--- src/rtl/usrt_pkg.sv ---
// usrt_pkg: shared constants for the single-clock USRT link.
// Holds the receiver and transmitter state encodings and the default frame width.
package usrt_pkg;

    localparam int USRT_DATA_BITS_DEFAULT = 8;

    localparam logic [1:0] s_IDLE      = 2'd0;
    localparam logic [1:0] s_DATA      = 2'd1;
    localparam logic [1:0] s_STOP      = 2'd2;
    localparam logic [1:0] s_WAIT_HIGH = 2'd3;

    localparam logic [1:0] s_TX_IDLE  = 2'd0;
    localparam logic [1:0] s_TX_START = 2'd1;
    localparam logic [1:0] s_TX_DATA  = 2'd2;
    localparam logic [1:0] s_TX_STOP  = 2'd3;

endpackage

--- src/rtl/usrt_rx.sv ---
// usrt_rx: single-clock USRT receiver, one sample per clock, LSB first,
// with a one-entry holding register and valid/ack handshake.
module usrt_rx
    import usrt_pkg::*;
#(
    parameter int DATA_BITS = USRT_DATA_BITS_DEFAULT
) (
    input  logic                 i_Clock,
    input  logic                 i_Reset,
    input  logic                 i_Rx_Serial,
    input  logic                 i_Rx_Ack,
    output logic [DATA_BITS-1:0] o_Rx_Byte,
    output logic                 o_Rx_DV,
    output logic                 o_Frame_Err,
    output logic                 o_Overrun,
    output logic                 o_Busy
);

    localparam int CW = $clog2(DATA_BITS + 1);
    localparam logic [CW-1:0] LAST = CW'(DATA_BITS - 1);

    logic [1:0]           r_State;
    logic [CW-1:0]        r_Count;
    logic [DATA_BITS-1:0] r_Shift;
    logic [DATA_BITS-1:0] w_Shift_Next;
    logic [DATA_BITS-1:0] r_Byte;
    logic                 r_DV;
    logic                 r_Frame_Err;
    logic                 r_Overrun;

    // New sample enters at the MSB so d0 lands in bit 0 after the last shift.
    always_comb begin
        w_Shift_Next = r_Shift >> 1;
        w_Shift_Next[DATA_BITS-1] = i_Rx_Serial;
    end

    always_ff @(posedge i_Clock or posedge i_Reset) begin
        if (i_Reset) begin
            r_State     <= s_WAIT_HIGH;
            r_Count     <= '0;
            r_Shift     <= '0;
            r_Byte      <= '0;
            r_DV        <= 1'b0;
            r_Frame_Err <= 1'b0;
            r_Overrun   <= 1'b0;
        end else begin
            r_Frame_Err <= 1'b0;
            r_Overrun   <= 1'b0;
            if (r_DV && i_Rx_Ack)
                r_DV <= 1'b0;
            case (r_State)
                s_IDLE: begin
                    if (!i_Rx_Serial) begin
                        r_Count <= '0;
                        r_State <= s_DATA;
                    end
                end
                s_DATA: begin
                    r_Shift <= w_Shift_Next;
                    r_Count <= r_Count + CW'(1);
                    if (r_Count == LAST)
                        r_State <= s_STOP;
                end
                s_STOP: begin
                    if (i_Rx_Serial) begin
                        // An ack on this edge frees the register for the new word.
                        if (!r_DV || i_Rx_Ack) begin
                            r_Byte <= r_Shift;
                            r_DV   <= 1'b1;
                        end else begin
                            r_Overrun <= 1'b1;
                        end
                        r_State <= s_IDLE;
                    end else begin
                        r_Frame_Err <= 1'b1;
                        r_State     <= s_WAIT_HIGH;
                    end
                end
                default: begin
                    if (i_Rx_Serial)
                        r_State <= s_IDLE;
                end
            endcase
        end
    end

    assign o_Rx_Byte   = r_Byte;
    assign o_Rx_DV     = r_DV;
    assign o_Frame_Err = r_Frame_Err;
    assign o_Overrun   = r_Overrun;
    assign o_Busy      = (r_State != s_IDLE);

endmodule

--- config.mk ---
export PLATFORM = sky130hd
export DESIGN_NAME = usrt_rx
export DESIGN_NICKNAME = d
export VERILOG_FILES = /design/src/rtl/usrt_pkg.sv /design/src/rtl/usrt_rx.sv
export SDC_FILE = /design/constraint.sdc
export NUM_CORES = 1
export LEC_CHECK = 0
export BUFFER_PORTS_ARGS = -buffer_cell sky130_fd_sc_hd__buf_4
export CAP_MARGIN = 40
export CORE_MARGIN = 2
export CORE_UTILIZATION = 48
export DETAILED_ROUTE_END_ITERATION = 7
export PLACE_DENSITY_LB_ADDON = 0.3
export RECOVER_POWER = 100
export SETUP_SLACK_MARGIN = 0.5
export SYNTH_ARGS = -nofsm -noshare
export SYNTH_HDL_FRONTEND = slang
export SYNTH_SLANG_ARGS = --single-unit
--- constraint.sdc ---
create_clock -name i_Clock -period 1.38 [get_ports i_Clock]
set_input_delay 0.276 -clock i_Clock [delete_from_list [all_inputs] [get_ports i_Clock]]
set_output_delay 0.276 -clock i_Clock [all_outputs]
set_load 0.03 [all_outputs]
==> flow_metrics.py <==
metrics = {
    "outcome": {
        "status": "complete, but fails checks",
        "violations": "negative setup slack",
    },
    "clock_network": {
        "insertion_delay_ns": 0.31,
        "cts_root_buf": "clkbuf_4",
        "numCtsBuffers": 3,
        "clkSinkCount": 25,
        "clockBufferDepth": 2,
        "cts-htree-levels": 1,
        "cts.reportedPaths.clkPinSlew_ns": 0.14,
        "cts_tree": "built",
    },
    "finish": {
        "drive_gt1_share_pct": 55.3,
        "layout.cells.non_filler": 150,
        "final_cell_area_sq_um": 1430,
        "fillers": 153,
        "n_antenna_cell": 0,
        "nNetsFinal": 129,
        "area_growth_pct": 36.4,
    },
    "yosys": {
        "syn_nets": 93,
        "ys_types": 23,
        "ys_seq_area_share_pct": 59.9,
        "synth_area_leaders": "dfrtp_1 (55%), mux2_4 (11%), nand2_1 (9.3%)",
        "syn_area_per_cell_sq_um": 11.9,
        "postSynthCellCount": 88,
        "mappedNetlistArea_sq_um": 1050,
        "synth.largest_area_cell": "dfrtp_1",
        "ys_ff_latch": 25,
        "ys_warn_count": 0,
        "synth_top_area_share_pct": 54.9,
    },
    "sta": {
        "slew-limit-headroom_pct": 60.2,
        "hold_viol_final": 0,
        "finClkSkew_ns": 0.0100,
        "rsz0062_at_grt": "true",
        "fmax_mhz": 672,
        "drv_slew": 0,
        "setup_violations": 9,
        "fin_crit_ns": 1.49,
        "worst_pin_slew_ns": 0.597,
        "fin_crit_sh_pct": 108,
        "finalSetupTns_ns": -0.465,
        "finalWorstSetupSlack_ns": -0.107,
    },
    "critical_path": {
        "crit_type": "reg2out",
        "crit-reg2reg-launch": "r_State[0]",
        "end_kind": "output pin",
        "ff2ff_setup_slack_ns": -0.06,
        "arrival_ns": 1.21,
        "cp-start-kind": "flop",
        "critPathMaxStageDelay_ns": 0.58,
        "startpoint": "r_State[0]",
        "critPathRequiredTime_ns": 1.10,
        "rr_worst_depth": 5,
        "crit_fanout": 2,
        "crit_slowest_cell": "dfstp_2",
        "crit_chain": "buf_6 -> or2_1 -> buf_6",
        "crit_path_frequent_cell": "buf_6",
    },
    "grt": {
        "antenna_found_initial": 0,
        "groute.usage.overall_pct": 16.7,
        "grt_max_degree": 26,
        "grt_overflow_total": 0,
        "grt_pass1_wl_microns": 3250,
        "grt_pass1_vias": 736,
    },
    "route": {
        "dr.pass1.iters": 1,
        "drc": 0,
        "routed_wl_microns": 1980,
        "drtAntennaViolNets": 0,
        "drt_iter0_markers": 0,
        "via_per_inst": 4.89,
        "num_vias": 733,
        "wire_per_inst_microns": 13.2,
    },
    "pwr": {
        "power_uw": 3650,
        "p_leak_uw": 0.000739,
        "p_per_area_nw_per_um2": 2550,
        "ir_worst_vdd_uv": 1420,
    },
    "floorplanning": {
        "die_area_sq_um": 2570,
        "rows": 16,
        "initial_utilization_pct": 52.4,
        "die_x_microns": 50.7,
        "ios": 16,
        "die_h_microns": 50.7,
        "core_sq_um": 2000,
    },
    "place": {
        "pre_cts_slack_ns": 0.0251,
        "hpwl_microns": 1250,
        "dpl_cell_area_sq_um": 1240,
        "place_congestion": 0.727,
        "dp.cells": 133,
        "numPortBuffers": 15,
    },
    "worst_hold_path": {
        "hold_path.class": "in2async",
    },
    "run": {
        "max_cap_viol_count": 0,
    },
}
## kinds of logic after synthesis
group,synth area share [%]
simple gates,19.6
flops,59.9
mux,12.5
compound gates,4.41
buf+inv,2.39
fa+ha+maj,1.19
## through the flow
stage          utilization [%]  hold WS [ns]
2_1_floorplan                -         0.302
3_3_place_gp              62.1         0.344
3_5_place_dp              62.1         0.353
4_1_cts                   71.3       0.00158
5_1_grt                   71.4         0.134
6_report                  71.4        0.0947
## cells in the final DEF (no fill, tap or decap), types with 2 or more instances in the layout
| cell type | count |
|---|---|
| dfrtp_1 | 23 |
| nand2_1 | 19 |
| buf_4 | 12 |
| clkbuf_2 | 11 |
| mux2_4 | 9 |
| nand2_2 | 7 |
| buf_6 | 7 |
| clkbuf_4 | 4 |
| nand2b_2 | 2 |
| nor2b_1 | 2 |
| or2_1 | 2 |
| a22o_1 | 2 |
| nor2_2 | 2 |
| nand2b_4 | 2 |
| nand3_1 | 2 |
| dfstp_2 | 2 |
## routing by layer
metal  share of wire [%]  GRT usage [%]  routed length [microns]  up-vias
met4                 1.2           5.41                       24        0
met3                 2.9           1.79                       57        4
met2                  51           28.5                     1020       10
met5                   0              0                        0        -
li1                    -              -                        -      357
met1                  45           22.2                      886      362
## synth_stat cells
cell / n
nand3_1: 2
nand2b_1: 3
mux2_4: 8
ha_1: 1
or2_1: 2
nand3b_4: 1
mux2_2: 1
o21ai_0: 2
nand2b_2: 1
o311ai_1: 1
buf_2: 2
a21oi_1: 1
o21ai_1: 1
nand2_1: 26
nor2b_2: 1
dfrtp_1: 23
nor3_1: 1
a22o_1: 2
nor2b_1: 2
inv_1: 1
dfstp_2: 2
buf_6: 1
nor2_1: 3
## power breakdown
part / switching, uW / internal, uW / leakage, uW
clock: 216 / 108 / 0.0000177
combinational: 976 / 997 / 0.000409
sequential: 272 / 1080 / 0.000312
## worst max-delay path: cells and delay by family, from the launching register on
family | cells | cell delay [ns]
buf+inv | 2 | 0.23
simple gates | 1 | 0.10
flops | 1 | 0.58
## cell type report
| type | instances | area [sq um] | share of cell area, % |
|---|---|---|---|
| Sequential cell | 25 | 628 | 43.9 |
| Multi-Input combinational cell | 59 | 477 | 33.3 |
| Timing Repair Buffer | 34 | 260 | 18.2 |
| Tap cell | 27 | 33.8 | 2.36 |
| Clock buffer | 3 | 22.5 | 1.57 |
| Clock inverter | 1 | 5.00 | 0.350 |
| Inverter | 1 | 3.75 | 0.262 |
## what timing repair did
action,in CTS,in global routing
hold buffers,0,0
resized for setup,24,16
endpoints found under the setup margin,37,37
pin swaps,2,4
setup buffers,7,5
cloned,1,0
## registers in the layout, summed over array words and instances (netlist names)
| register | count |
|---|---|
| r_Shift | 8 |
| o_Frame_Err | 1 |
| o_Rx_Byte | 8 |
| r_Count | 4 |
| r_State | 2 |
| o_Overrun | 1 |
| o_Rx_DV | 1 |
## final timing paths
path                                end
min reg2reg                  r_Shift[0]
max reg2reg                o_Rx_Byte[7]
max                              o_Busy
max in group asynchronous    r_Shift[7]
min                        o_Rx_Byte[2]
min in group i_Clock         r_State[0]
Note: power is estimated with default switching activity, not from simulation.
